`config.mk`:
```
export PLATFORM = sky130hd
export DESIGN_NAME = score_update_ctrl_flat
export DESIGN_NICKNAME = d
export VERILOG_FILES = /design/src/rtl/score_update_ctrl_if.sv /design/src/rtl/score_update_ctrl.sv /design/src/flat_wrapper.sv
export SDC_FILE = /design/constraint.sdc
export NUM_CORES = 1
export LEC_CHECK = 0
export ABC_AREA = 1
export CAP_MARGIN = 5
export CORE_MARGIN = 8
export CORE_UTILIZATION = 45
export CTS_CLUSTER_DIAMETER = 30
export DETAILED_ROUTE_END_ITERATION = 8
export HOLD_SLACK_MARGIN = 0.08
export PLACE_DENSITY = 0.68
export SYNTH_ARGS = -nofsm -noshare
export SYNTH_HDL_FRONTEND = slang
export SYNTH_SLANG_ARGS = --single-unit
```
`constraint.sdc`:
```
create_clock -name clk -period 1.77 [get_ports clk]
set_input_delay 0.177 -clock clk [delete_from_list [all_inputs] [get_ports clk]]
set_output_delay 0.177 -clock clk [all_outputs]
set_load 0.005 [all_outputs]
```
`src/rtl/score_update_ctrl_if.sv`:
```
// Front-panel command bus for the score update controller: debounced buttons
// and team select in, registered scores and commit/saturate/error strobes out.
interface score_update_ctrl_if #(
    parameter int W = 7
);
    logic         btn_p1;
    logic         btn_p2;
    logic         btn_p3;
    logic         btn_undo;
    logic         btn_clr;
    logic         team_sel;
    logic [W-1:0] score_home;
    logic [W-1:0] score_away;
    logic         upd_valid;
    logic         sat;
    logic         err;

    modport master (
        output btn_p1, btn_p2, btn_p3, btn_undo, btn_clr, team_sel,
        input  score_home, score_away, upd_valid, sat, err
    );

    modport slave (
        input  btn_p1, btn_p2, btn_p3, btn_undo, btn_clr, team_sel,
        output score_home, score_away, upd_valid, sat, err
    );
endinterface

```
`src/rtl/score_update_ctrl.sv`:
```
// Score update controller: synchronizes operator buttons, turns presses into
// saturating add / undo / clear operations on the home and away scores, and
// strobes every commit. One operation takes IDLE -> CALC -> COMMIT.
module score_update_ctrl #(
    parameter int W         = 7,
    parameter int MAX_SCORE = 99
) (
    input  logic             clk,
    input  logic             rst_n,
    score_update_ctrl_if.slave sif
);
    typedef enum logic [1:0] {S_IDLE, S_CALC, S_COMMIT} state_t;
    typedef enum logic [1:0] {OP_ADD, OP_UNDO, OP_CLR} op_t;

    localparam logic [W-1:0] MAX_V = W'(MAX_SCORE);

    // Upper clamp for adds: returns {sat, value}.
    function automatic logic [W:0] fn_sat_hi(input logic [W:0] t);
        if (t > {1'b0, MAX_V}) return {1'b1, MAX_V};
        else                   return {1'b0, t[W-1:0]};
    endfunction

    // Floor at zero for undo: a borrow out of the subtraction lands in bit W.
    function automatic logic [W:0] fn_sat_lo(input logic [W:0] t);
        if (t[W]) return '0 | {1'b1, {W{1'b0}}};
        else      return {1'b0, t[W-1:0]};
    endfunction

    logic [4:0]   w_btn;
    logic [4:0]   r_sync_p0, r_sync_p1, r_prev_p2;
    logic [4:0]   w_evt;
    logic         w_any;
    op_t          w_op;
    logic [1:0]   w_amt;
    state_t       r_state, w_next;
    logic         w_accept, w_drop, w_rej;
    op_t          r_op;
    logic [1:0]   r_amt;
    logic         r_team;
    logic [W:0]   r_temp;
    logic [W-1:0] r_home, r_away;
    logic         r_hist_vld, r_hist_team;
    logic [1:0]   r_hist_delta;
    logic         r_upd, r_sat, r_err, r_rej_pend;
    logic [W-1:0] w_cur;
    logic [W:0]   w_res;
    logic [1:0]   w_delta;

    assign w_btn = {sif.btn_clr, sif.btn_undo, sif.btn_p3, sif.btn_p2, sif.btn_p1};

    // Two-flop synchronizer followed by a rising-edge history register.
    always_ff @(posedge clk) begin
        if (!rst_n) begin
            r_sync_p0 <= '0;
            r_sync_p1 <= '0;
            r_prev_p2 <= '0;
        end else begin
            r_sync_p0 <= w_btn;
            r_sync_p1 <= r_sync_p0;
            r_prev_p2 <= r_sync_p1;
        end
    end

    assign w_evt = r_sync_p1 & ~r_prev_p2;
    assign w_any = |w_evt;

    // Priority resolve of same-cycle events: clr > undo > p3 > p2 > p1.
    always_comb begin
        w_op  = OP_ADD;
        w_amt = 2'd0;
        if      (w_evt[4]) w_op  = OP_CLR;
        else if (w_evt[3]) w_op  = OP_UNDO;
        else if (w_evt[2]) w_amt = 2'd3;
        else if (w_evt[1]) w_amt = 2'd2;
        else if (w_evt[0]) w_amt = 2'd1;
    end

    // FSM state register.
    always_ff @(posedge clk) begin
        if (!rst_n) r_state <= S_IDLE;
        else        r_state <= w_next;
    end

    // FSM next state: accept in IDLE, reject undo without history, drop when busy.
    always_comb begin
        w_next   = r_state;
        w_accept = 1'b0;
        w_drop   = 1'b0;
        w_rej    = 1'b0;
        case (r_state)
            S_IDLE: begin
                if (w_any) begin
                    if (w_op == OP_UNDO && !r_hist_vld) begin
                        w_rej = 1'b1;
                    end else begin
                        w_accept = 1'b1;
                        w_next   = S_CALC;
                    end
                end
            end
            S_CALC: begin
                w_drop = w_any;
                w_next = S_COMMIT;
            end
            S_COMMIT: begin
                w_drop = w_any;
                w_next = S_IDLE;
            end
            default: w_next = S_IDLE;
        endcase
    end

    assign w_cur   = r_team ? r_away : r_home;
    assign w_res   = (r_op == OP_UNDO) ? fn_sat_lo(r_temp) : fn_sat_hi(r_temp);
    // Applied delta is 0..3, so modulo-4 arithmetic on the low bits is exact.
    assign w_delta = w_res[1:0] - w_cur[1:0];

    // Operation latch, unclamped result, score commit, history and strobes.
    always_ff @(posedge clk) begin
        if (!rst_n) begin
            r_op         <= OP_ADD;
            r_amt        <= '0;
            r_team       <= 1'b0;
            r_temp       <= '0;
            r_home       <= '0;
            r_away       <= '0;
            r_hist_vld   <= 1'b0;
            r_hist_team  <= 1'b0;
            r_hist_delta <= '0;
            r_upd        <= 1'b0;
            r_sat        <= 1'b0;
            r_err        <= 1'b0;
            r_rej_pend   <= 1'b0;
        end else begin
            r_upd      <= 1'b0;
            r_sat      <= 1'b0;
            r_rej_pend <= w_rej;
            r_err      <= w_drop | r_rej_pend;
            if (w_accept) begin
                r_op   <= w_op;
                r_amt  <= w_amt;
                r_team <= (w_op == OP_UNDO) ? r_hist_team : sif.team_sel;
            end
            if (r_state == S_CALC) begin
                if (r_op == OP_UNDO) r_temp <= {1'b0, w_cur} - {{(W-1){1'b0}}, r_hist_delta};
                else                 r_temp <= {1'b0, w_cur} + {{(W-1){1'b0}}, r_amt};
            end
            if (r_state == S_COMMIT) begin
                r_upd <= 1'b1;
                if (r_op == OP_CLR) begin
                    r_home     <= '0;
                    r_away     <= '0;
                    r_hist_vld <= 1'b0;
                end else begin
                    if (r_team) r_away <= w_res[W-1:0];
                    else        r_home <= w_res[W-1:0];
                    r_sat <= w_res[W];
                    if (r_op == OP_UNDO) begin
                        r_hist_vld <= 1'b0;
                    end else begin
                        r_hist_vld   <= 1'b1;
                        r_hist_team  <= r_team;
                        r_hist_delta <= w_delta;
                    end
                end
            end
        end
    end

    assign sif.score_home = r_home;
    assign sif.score_away = r_away;
    assign sif.upd_valid  = r_upd;
    assign sif.sat        = r_sat;
    assign sif.err        = r_err;
endmodule

```
`src/flat_wrapper.sv`:
```
// flat-port wrapper written by rule: the top's interface ports become plain ports
module score_update_ctrl_flat 
#(
    parameter int W         = 7,
    parameter int MAX_SCORE = 99
)
  (clk, rst_n, sif_btn_p1, sif_btn_p2, sif_btn_p3, sif_btn_undo, sif_btn_clr, sif_team_sel, sif_score_home, sif_score_away, sif_upd_valid, sif_sat, sif_err);
  score_update_ctrl_if #(.W(W)) sif_i ();
  input  logic clk;
  input  logic rst_n;
  input wire logic [$bits(sif_i.btn_p1)-1:0] sif_btn_p1;
  input wire logic [$bits(sif_i.btn_p2)-1:0] sif_btn_p2;
  input wire logic [$bits(sif_i.btn_p3)-1:0] sif_btn_p3;
  input wire logic [$bits(sif_i.btn_undo)-1:0] sif_btn_undo;
  input wire logic [$bits(sif_i.btn_clr)-1:0] sif_btn_clr;
  input wire logic [$bits(sif_i.team_sel)-1:0] sif_team_sel;
  output wire logic [$bits(sif_i.score_home)-1:0] sif_score_home;
  output wire logic [$bits(sif_i.score_away)-1:0] sif_score_away;
  output wire logic [$bits(sif_i.upd_valid)-1:0] sif_upd_valid;
  output wire logic [$bits(sif_i.sat)-1:0] sif_sat;
  output wire logic [$bits(sif_i.err)-1:0] sif_err;
  assign sif_i.btn_p1 = sif_btn_p1;
  assign sif_i.btn_p2 = sif_btn_p2;
  assign sif_i.btn_p3 = sif_btn_p3;
  assign sif_i.btn_undo = sif_btn_undo;
  assign sif_i.btn_clr = sif_btn_clr;
  assign sif_i.team_sel = sif_team_sel;
  assign sif_score_home = sif_i.score_home;
  assign sif_score_away = sif_i.score_away;
  assign sif_upd_valid = sif_i.upd_valid;
  assign sif_sat = sif_i.sat;
  assign sif_err = sif_i.err;
  score_update_ctrl #(.W(W), .MAX_SCORE(MAX_SCORE)) u_core (.clk(clk), .rst_n(rst_n), .sif(sif_i));
endmodule
```
* Word level (Yosys, flattened, before mapping)
Index checks and enable logic that the tools add are counted.
** Storage, ports and cells
- Bits in latches :: 0
- Memories kept :: 0
- Word-level logic and storage cells :: 76
- Input bits :: 8
- Memory bits (read-only) :: 0
- Register bits :: 52
- Output and inout bits :: 17
- RAM bits :: 0
** Operators by class
- Mux-type cells :: 28
- Shift operators :: 0
- Bitwise gates (word level) :: 7
- Reductions and logical operators :: 12
- Divide/modulo/power cells :: 0
- $lt $le $gt $ge :: 1
- Add/subtract/negate cells :: 3
- Multiply operators :: 0
- Equal/unequal tests :: 8
** Operators with widths (count)
- 2-to-1 mux 7 bit :: 5
- 2-to-1 mux 8 bit :: 4
- 2-to-1 mux 2 bit :: 7
- 2-to-1 mux 1 bit :: 11
- adder 7 x 2 -> 8 bit :: 1
- greater-than comparator 8 x 7 -> 1 bit (second input constant) :: 1
- subtractor 7 x 2 -> 8 bit :: 1
- equality test 2 x 1 -> 1 bit (second input constant) :: 3
- AND reduction 2 bit :: 3
- AND reduction 3 bit :: 2
- bitwise AND 5 bit :: 1
- inverter 5 bit :: 1
- OR reduction 5 bit :: 1
- equality test 2 bit (second input constant) :: 2
- != test 2 bit (second input constant) :: 2
- inverter 1 bit :: 4
- case mux 2 bit (2 select lines) :: 1
- OR reduction 3 bit :: 1
- zero test 2 bit :: 1
- != test 2 x 1 -> 1 bit (second input constant) :: 1
- nonzero test 2 bit :: 1
- OR reduction 2 bit :: 1
- subtractor 2 bit :: 1
- logical AND 1 bit :: 1
- other kinds (2) :: 2

* Depth between registers and ports, before layout
- Depth in word-level cells :: 9
- Mapped depth :: 15
- Gate-level depth less buffers :: 15

* Worst setup path before layout
OpenSTA, ideal clock, no wires.
- Path kind :: register to register
- From :: register u_core.r_op[1]
- To :: register u_core.r_temp[4]
- Stages on the path, launching flop included :: 13
- Setup slack :: -0.121 ns
- Period minus slack after synthesis :: 1.891 ns
- Path buffers :: 0
- Arrival time :: 1.776 ns
- Library setup time :: 0.115 ns
- Data required time :: 1.655 ns
- Cells stage by stage :: dfxtp_1 inv_1 ha_1 nand2_1 o21ai_0 ha_1 fa_1 inv_1 nand3_1 nand3_1 xor2_1 o21ai_0 inv_1
** Between the ends
- Word-level cells in the longest chain between the ends :: 2
** RTL lines
- start: declaration :: RTL line score_update_ctrl.sv:37 : op_t r_op;
- start signal: assignment :: RTL line score_update_ctrl.sv:140 : r_op <= w_op;
- equality test 2 x 1 -> 1 bit :: RTL line score_update_ctrl.sv:145 : if (r_op == OP_UNDO) r_temp <= {1'b0, w_cur} - {{(W-1){1'b0}}, r_hist_delta};
- 2-to-1 mux 8 bit :: RTL line score_update_ctrl.sv:145
- end signal: assignment :: RTL line score_update_ctrl.sv:145
- end signal: assignment :: RTL line score_update_ctrl.sv:146 : else r_temp <= {1'b0, w_cur} + {{(W-1){1'b0}}, r_amt};
- end: declaration :: RTL line score_update_ctrl.sv:40 : logic [W:0] r_temp;
No other way between the ends.
A chain may end at the register's enable or synchronous reset.

* Final worst setup path
Same ends and word-level chain as after synthesis.

==> reports/metrics.yaml <==
grt:
  grt_pass1_wl_mm: 9.80
  grt_max_degree: 44
  antenna_found_initial: 0
  overflow: 0
  grt_usage_pct: 14.0
  grt_pass1_vias: 2216
placement:
  globalplace.congestion: 0.814
  numPlacedInstances: 470
  portBuffers: 24
  place_hpwl_mm: 4.26
run_status:
  violations: "setup timing"
  status: "complete, but fails checks"
drt:
  ant_nets: 0
  via_per_inst: 4.81
  drc: 0
  vias: 2342
  drtPass1Iterations: 4
  finalWirelength_mm: 5.80
  drtIter0Drc: 102
  wl_per_cell_um: 11.9
setup_path:
  end_kind: "flip-flop"
  cp_top_family: "adder cells"
  cpMaxStageDelayCell: "fa_2"
  critPathMaxStageDelay_ns: 0.36
  cp_cell_sequence: "inv_2, ha_4, nand2_1, o21ai_1, ha_2, fa_2, inv_2, nand3_1, nand3_2, xor2_1, o21ai_1, inv_1"
  worstPathRequired_ns: 1.98
  cp_max_fo: 6
  path_class: "flip-flop to flip-flop"
  startpoint_type: "flip-flop"
  arrival_ns: 2.01
  critPathBufInv: 3
yosys:
  synth_area_um2: 2670
  synth_seq_cells: 52
  yosys-top-cells-area: "dfxtp_1 (39%), nand2_1 (13%), inv_1 (9.2%)"
  synth_top_area_share_pct: 39.0
  synth_common_cells: "nand2_1 (89), inv_1 (65), dfxtp_1 (52)"
  seq_area_frac_synth_pct: 39.0
  yosysTopAreaCell: "dfxtp_1"
  synth.avg_cell_area_um2: 7.41
  async_reset_ff_share_pct: 0
  ys.flop_type: "dfxtp_1"
  synth-edff-count: 0
  syn_inst: 360
  yosys_warnings: 0
  synth_nets: 384
  yosys.cell_count.top_type: "nand2_1"
  synth.distinct_cells: 30
timing:
  rsz0062_at_grt: "true"
  setup_viol: 2
  worst_slew_pin_slew_ns: 0.400
  drv_slew: 0
  fin_ws_ns: -0.0296
  clock.fmax_mhz: 556
  tns_ns: -0.0556
  fin_crit_ns: 1.80
  relSlewSlack_pct: 73.0
  clock_skew_ns: 0.00602
  period_share_pct: 102
  hold_viol: 0
power:
  pwr_density_cell_nw_per_um2: 1150
  worst_ir_drop_vdd_v: 0.000647
  p_leak_uw: 0.00166
clock_network:
  clk-insertion-delay-late_ns: 0.31
  cts_made_buffers: 5
  cts_sinks: 52
  clk_pin_slew_ns: 0.10
  htree_num_levels: 2
  cts_tree: "built"
  cts_hold_buf: 0
  cts-root-buf: "clkbuf_8"
  clockBufferDepth: 2
floorplanning:
  coreArea_um2: 5820
  row_count: 28
  dieArea_um2: 8640
  dieHeight_um: 93.0
  ios: 25
  die-width_um: 93.0
  start_util_pct: 45.8
hold_path:
  hp-class: "input port to flip-flop"
layout:
  final_util_pct: 59.2
  nets: 435
  n_antenna_cell: 0
  drive_above_1_share_pct: 23.1
  final_cells: 487
  area_growth_pct: 29.1
flow_run:
  cap_violations: 0
worst reg2reg max path: stages, from the launching register on:
cell	delay, ns
dfxtp_2	0.34
inv_2	0.05
ha_4	0.18
nand2_1	0.07
o21ai_1	0.06
ha_2	0.18
fa_2	0.36
inv_2	0.08
nand3_1	0.09
nand3_2	0.08
xor2_1	0.07
o21ai_1	0.11
inv_1	0.04
registers in the layout (all words and copies together), names as in the netlist, 2 cells and up:
name                   cells
u_core.r_amt               2
u_core.r_sync_p1           5
u_core.r_state             2
u_core.r_hist_delta        2
u_core.r_op                2
u_core.r_prev_p2           5
u_core.sif.score_away      7
u_core.r_sync_p0           5
u_core.sif.score_home      7
u_core.r_temp              8
cell type report:
class / instances / area [um^2]
Fill cell: 553 / 2370
Multi-Input combinational cell: 228 / 1430
Sequential cell: 52 / 1050
Timing Repair Buffer: 53 / 499
Inverter: 71 / 282
Tap cell: 75 / 93.8
Clock buffer: 6 / 82.6
Clock inverter: 2 / 13.8
cells in the final DEF (no fill, tap or decap), types with 2 or more instances in the layout:
master / count
nand2_1: 87
inv_1: 60
dfxtp_1: 48
buf_4: 25
a21oi_1: 24
clkdlybuf4s50_1: 24
nor2_1: 23
o21ai_0: 15
nand3_1: 11
o21ai_1: 10
inv_2: 8
nand2_2: 8
ha_4: 8
ha_1: 6
clkbuf_8: 6
nand3_2: 5
nand4_1: 5
o21ai_2: 4
nand2_4: 4
a21oi_2: 4
dfxtp_2: 4
a21oi_4: 3
buf_12: 3
inv_6: 2
xor2_1: 2
nand3_4: 2
power breakdown:
| part | switching [uW] | leakage [uW] | internal [uW] |
|---|---|---|---|
| Sequential | 101 | 0.000427 | 1320 |
| Clock | 407 | 0.0000516 | 321 |
| Combinational | 982 | 0.00118 | 848 |
| Total | 1490 | 0.00166 | 2490 |
layer usage:
layer | GRT usage (%) | vias to the layer above | routed length [um]
met4 | 7.11 | 0 | 152
met2 | 24.6 | 53 | 2870
met5 | 0 | - | 0
met1 | 15.5 | 1063 | 2510
met3 | 3.21 | 12 | 265
li1 | - | 1214 | -
metrics by stage:
step	power (uW)	setup WS, ns	instance area [um^2]	hold slack (ns)
after floorplan	2500	-0.0209	2700	0.275
after global placement	3000	-0.0867	3140	0.393
after detailed placement	3030	-0.156	3140	0.398
after CTS	3880	-0.0828	3340	0.389
after global routing	4260	-0.141	3440	0.392
final	3980	-0.0296	3440	0.391
kinds of logic after synthesis:
group | synth area share [%]
fa+ha+maj | 7.79
xor+xnor | 0.986
buf+inv | 12.7
compound gates | 14.2
flops | 39.0
simple gates | 25.3
what timing repair did:
action,CTS,global route
gates resized for setup,18,13
setup endpoints to repair,6,8
setup buffers,4,5
pin swaps,10,8
final timing paths:
kind | endpoint | startpoint | cells after the start | slack (ns)
worst min register to register | u_core.r_sync_p1[3]$_SDFF_PN0_ | u_core.r_sync_p0[3]$_SDFF_PN0_ | 2 | 0.42
worst max register to register | u_core.r_temp[4]$_SDFFE_PN0N_ | u_core.r_op[1]$_SDFFE_PN0P_ | 12 | -0.03
worst max-delay path | u_core.r_temp[4]$_SDFFE_PN0N_ | u_core.r_op[1]$_SDFFE_PN0P_ | 12 | -0.03
worst min-delay path | u_core.r_sync_p0[0]$_SDFF_PN0_ | sif_btn_p1 | 3 | 0.39
(Power assumes the default switching activity.)
==> variant 1 (same settings) <==
`W` is set to 7 in 3 places; all go to 8.
--- a/src/rtl/score_update_ctrl_if.sv
+++ b/src/rtl/score_update_ctrl_if.sv
@@ -2,5 +2,5 @@
 // and team select in, registered scores and commit/saturate/error strobes out.
 interface score_update_ctrl_if #(
-    parameter int W = 7
+    parameter int W = 8
 );
     logic         btn_p1;
--- a/src/rtl/score_update_ctrl.sv
+++ b/src/rtl/score_update_ctrl.sv
@@ -3,5 +3,5 @@
 // strobes every commit. One operation takes IDLE -> CALC -> COMMIT.
 module score_update_ctrl #(
-    parameter int W         = 7,
+    parameter int W         = 8,
     parameter int MAX_SCORE = 99
 ) (
--- a/src/flat_wrapper.sv
+++ b/src/flat_wrapper.sv
@@ -2,5 +2,5 @@
 module score_update_ctrl_flat 
 #(
-    parameter int W         = 7,
+    parameter int W         = 8,
     parameter int MAX_SCORE = 99
 )
Ports: changed (resized sif_score_away and sif_score_home); port bits go from 25 to 27. No check against the original RTL was run, so the function may have changed too.
==> variant 1 against the unedited design <==
- the flow still finishes with violations (setup timing)
- fmax down 2.7%
- sequential cell count up 3
- area after synthesis up 1.0%
- clock power up 5.1%
- worst hold slack worse by 0.0076 ns
- design area up 2.7%
- core utilization up 1.2 points
- combinational power down 22%
- worst setup slack worse by 0.049 ns
- clock skew up 0.0079 ns
- power down 9.3%
- wire length up 1.6%
- critical endpoint is now u_core.r_temp[6]
==> variant 1: results (changes against the unedited design) <==
Global routing
  – Largest net degree at the start of global routing: 23 (was 44)
  – Grt met1 use: 0.1621 (was 0.1555)
  – Global-route wire length before repair: 10.12 mm (was 9.804 mm)
  – Number of global-route vias before repair: 2272 (was 2216)
  – Met3 global-route usage: 0.02965 (was 0.03205)

Routing
  – Initial DRC Count: 93 (was 102)
  – DRT Wirelength: 5.887 mm (was 5.796 mm)

Place
  – GPL Wtd Cong: 0.8645 (was 0.8143)
  – DPL Wire Length: 4.351 mm (was 4.260 mm)
  – Port Buffers: 26 (was 24)

Status
  – Outcome: complete, but fails checks (unchanged)
  – Failing checks: setup timing (unchanged)

Pwr
  – VDD IR max: 0.5155 mV (was 0.6467 mV)
  – Leak pwr: 0.001695 uW (was 0.001656 uW)

Finish
  – Filler cell count: 534 (was 553)
  – Largest register FFs: 9 (was 8)
  – Fin nets: 443 (was 435)
  – Share of cells above drive strength 1: 0.2057 (was 0.2306)

Setup path
  – Maximum fanout along the worst path: 3 (was 6)
  – WP data arrival: 2.06 ns (was 2.01 ns)

Timing
  – Setup-failing EPs final: 5 (was 2)
  – Rel. slew slack: 0.6732 (was 0.7303)
  – Setup ws final: -0.07899 ns (was -0.02960 ns)

Yosys
  – Seq/Total Area, Yosys: 0.4087 (was 0.3904)
  – Synth cell count leaders: nand2_1, inv_1, dfxtp_1 (unchanged)
  – Main area contributors after synthesis: dfxtp_1, nand2_1, inv_1 (unchanged)
  – Syn_nets: 394 (was 384)
## variant 1: what timing repair did
action	CTS	global route
cloned	0	0
buffers inserted	3	2
setup endpoints to repair	9	9
pin swaps	8	10
gates resized for setup	16	15
## variant 1: final cells by class
class	count	area share
inverters	61	0.06829
clock buffers	6	0.02335
well taps	75	0.02654
flip-flops and latches	55	0.3132
repair buffers	52	0.1334
multi-input cells	242	0.4296
clock inverters	2	0.005662
## variant 1: path summary, 6_finish.rpt
kind                            slack [ns]           startpoint                  end  cells after the start
worst min-delay path                  0.38           sif_btn_p2  u_core.r_sync_p0[1]                      3
worst max register to register       -0.08        u_core.r_team     u_core.r_temp[6]                     12
worst max-delay path                 -0.08        u_core.r_team     u_core.r_temp[6]                     12
worst min register to register        0.42  u_core.r_sync_p0[0]  u_core.r_sync_p1[0]                      2
## variant 1: kinds of logic after synthesis
group	Yosys count	synth area share
buffers and inverters	71	0.1064
AO/OA/AOI/OAI	75	0.1556
adder cells (fa/ha/maj)	18	0.08639
multiplexers	1	0.003716
XOR/XNOR	3	0.009756
AND/OR/NAND/NOR	145	0.2294
flip-flops	55	0.4087
## variant 1: tightest hold or removal path: cells and delay by family
| family | cells | cell delay, ns |
|---|---|---|
| buffers and inverters | 2 | 0.42 |
| and+or+nand+nor | 1 | 0.06 |
## variant 1: per-layer routing
metal  part of all wire  vias up
met5                  0        -
met4             0.0053        0
met3              0.042        5
met2               0.51       38
met1               0.44     1055
li1                   -     1261
## variant 1: power groups by stage
| stage | registers (uW) | logic (uW) | clock network (uW) |
|---|---|---|---|
| global route | 1440 | 1590 | 840 |
| finish | 1420 | 1420 | 765 |
| floorplan | 1430 | 903 | 0 |
| global placement | 1440 | 1250 | 0 |
| detailed placement | 1440 | 1270 | 0 |
| CTS | 1420 | 1340 | 794 |
## variant 1: stage by stage
stage / util / hold WS (ns) / cells
floorplan: - / 0.2746 / 368
global placement: 0.5612 / 0.3942 / 480
detailed placement: 0.5612 / 0.3984 / 480
CTS: 0.5928 / 0.3779 / 491
global route: 0.6044 / 0.3830 / 493
finish: 0.6044 / 0.3830 / 493
==> variant 2 (config.mk and constraints unchanged) <==
Made on the original files. Encoding of `op_t`: now one-hot (3 bits for 3 values).
--- a/src/rtl/score_update_ctrl.sv
+++ b/src/rtl/score_update_ctrl.sv
@@ -11,5 +11,5 @@
 );
     typedef enum logic [1:0] {S_IDLE, S_CALC, S_COMMIT} state_t;
-    typedef enum logic [1:0] {OP_ADD, OP_UNDO, OP_CLR} op_t;
+    typedef enum logic [2:0] {OP_ADD = 3'b001, OP_UNDO = 3'b010, OP_CLR = 3'b100} op_t;
 
     localparam logic [W-1:0] MAX_V = W'(MAX_SCORE);
Formal check against the unedited RTL: same outputs for any inputs over 10 cycles, from zero or initial values and one cycle with rst_n low; not proved beyond that.
==> variant 2 against the unedited design <==
- the run still ends with setup timing left
- via count fell by 1.4%
- first-iteration DRC count rose by 7.8%
- critical path depth grew 4
- design area decreased by 3.1%
- sequential cell count is 1 higher
- combinational power shrank 49%
- power shrank 24%
- wire length increased by 0.66%
- area after synthesis is 3.2% lower
- worst setup slack improved by 0.0018 ns
- critical endpoint is now u_core.r_hist_delta[1]
- largest cell class unchanged
==> variant 2: results (changes against the unedited design) <==
Global routing
  – Largest net degree at the start of global routing: 38 (was 44)
  – GR Util All Layers: 0.1342 (was 0.1404)
  – Number of global-route vias before repair: 2114 (was 2216)
  – Global-route wire length before repair: 9.425 mm (was 9.804 mm)
  – Initial antenna violation count: 0 (unchanged)

Place
  – DP Area: 3010 um^2 (was 3143 um^2)
  – Port Buffers: 24 (unchanged)
  – DPL Wire Length: 4.054 mm (was 4.260 mm)
  – Pre-CTS setup slack: -0.08222 ns (was -0.1562 ns)
  – GPL Wtd Cong: 0.9114 (was 0.8143)

Finish
  – Filler cell count: 529 (was 553)
  – Largest register FFs: 8 (unchanged)
  – N_diodes: 0 (unchanged)
  – Share of cells above drive strength 1: 0.1995 (was 0.2306)
  – Area Growth Syn to Fin: 29.28% (was 29.14%)
  – Fin nets: 432 (was 435)
  – Biggest register: u_core.r_temp (unchanged)

Pwr
  – Leak pwr: 0.001624 uW (was 0.001656 uW)
  – VDD IR max: 0.4511 mV (was 0.6467 mV)

Routing
  – Drt pass-1 iters: 4 (unchanged)
  – Routed WL per cell: 12.08 um (was 11.90 um)
  – Via-to-Cell Ratio: 4.781 (was 4.809)
  – Initial DRC Count: 110 (was 102)

Clocking
  – Num CTS Buffers: 5 (unchanged)
  – Root Driver: clkbuf_8 (unchanged)
  – Clk Latency, worst-skew pair: 0.30 ns
  – Clk slew on worst S/H paths: 0.10 ns (about the same)
  – Clock Tree Buf Depth: 2 (unchanged)
  – H-tree depth: 2 (unchanged)

Yosys
  – Synth warnings: 0 (unchanged)
  – Seq/Total Area, Yosys: 0.4111 (was 0.3904)
  – Synth cell count leaders: nand2_1, inv_1, dfxtp_1 (unchanged)
  – Top FF cell, synth: dfxtp_1 (unchanged)
  – Ys async rst share: 0 (unchanged)
  – Main area contributors after synthesis: dfxtp_1, nand2_1, inv_1 (unchanged)
  – Netlist cell types: 24 (was 30)
  – Syn_nets: 389 (was 384)

Timing
  – Setup-failing EPs final: 2 (unchanged)
  – Setup Skew: 0.007640 ns (was 0.006018 ns)
  – Rel. slew slack: 0.6722 (was 0.7303)
  – Setup ws final: -0.02783 ns (was -0.02960 ns)

Setup path
  – Maximum fanout along the worst path: 7 (was 6)
  – Slowest cell on crit path: dfxtp_2 (was fa_2)
  – WP data arrival: 2.00 ns
  – Crit path largest cell delay: 0.35 ns

Hold path
  – Worst Hold Class: in2reg (unchanged)

Status
  – Failing checks: setup timing (unchanged)
  – Outcome: complete, but fails checks (unchanged)
==> variant 2: changes by cell type after synthesis, sizes merged, moves of 3 or more <==
cell,delta
clkbuf,+3
a21oi,+3
nor2,-4
nand3,+10
==> variant 2: cell type report <==
| class | instances | area share |
|---|---|---|
| timing repair buffer | 46 | 0.1252 |
| sequential | 53 | 0.3198 |
| multi-input combinational | 235 | 0.4188 |
| clock buffer | 7 | 0.02887 |
| tap | 72 | 0.02700 |
| clock inverter | 1 | 0.002625 |
| inverter | 69 | 0.07762 |
==> variant 2: cells by family (layout without fill, tap and decap cells) <==
kind of cell,Yosys count,in the layout,synth area share
xor+xnor,3,3,0.01018
flops,53,53,0.4111
compound gates,63,63,0.1323
simple gates,155,155,0.2525
buf+inv,79,123,0.1231
fa+ha+maj,14,14,0.07077
==> variant 2: metal layers <==
metal	track usage	up-vias	part of all wire	routed length (um)
met2	0.2407	42	0.49	2834
met5	0	-	0	0
met4	0.03758	0	0.016	94
met1	0.1530	1029	0.45	2653
met3	0.03504	10	0.043	252
li1	-	1228	-	-
==> variant 2: worst paths after layout <==
| kind | startpoint | endpoint | slack (ns) | cells after the start |
|---|---|---|---|---|
| worst max-delay path | u_core.r_op[0] | u_core.r_hist_delta[1] | -0.03 | 16 |
| worst min-delay path | sif_btn_clr | u_core.r_sync_p0[4] | 0.39 | 3 |
| worst max register to register | u_core.r_op[0] | u_core.r_hist_delta[1] | -0.03 | 16 |
| worst min register to register | u_core.r_sync_p0[2] | u_core.r_sync_p1[2] | 0.42 | 2 |
==> variant 2: per-stage QoR <==
step / std cells / setup TNS [ns]
final: 483 / -0.03945
after global routing: 483 / -0.7158
after CTS: 481 / -0.1068
after detailed placement: 472 / -0.4254
after global placement: 472 / -0.2812
after floorplan: 367 / -0.01871
==> variant 2: power breakdown <==
group	switching (uW)	total (uW)	internal, uW
clock network	399	761	362
logic	532	939	408
registers	54.6	1340	1280
==> variant 2: worst max-delay path, delay by kind of cell (launching register included) <==
family	cells	cell delay [ns]
and+or+nand+nor	10	0.72
buffers and inverters	5	0.49
DFF	1	0.35
adders and majority gates	1	0.16
==> variant 2: what timing repair did <==
| item | in CTS | in global routing |
|---|---|---|
| endpoints found under the setup margin | 6 | 8 |
| pin swaps | 5 | 10 |
| buffers inserted | 1 | 2 |
| gates resized for setup | 19 | 32 |
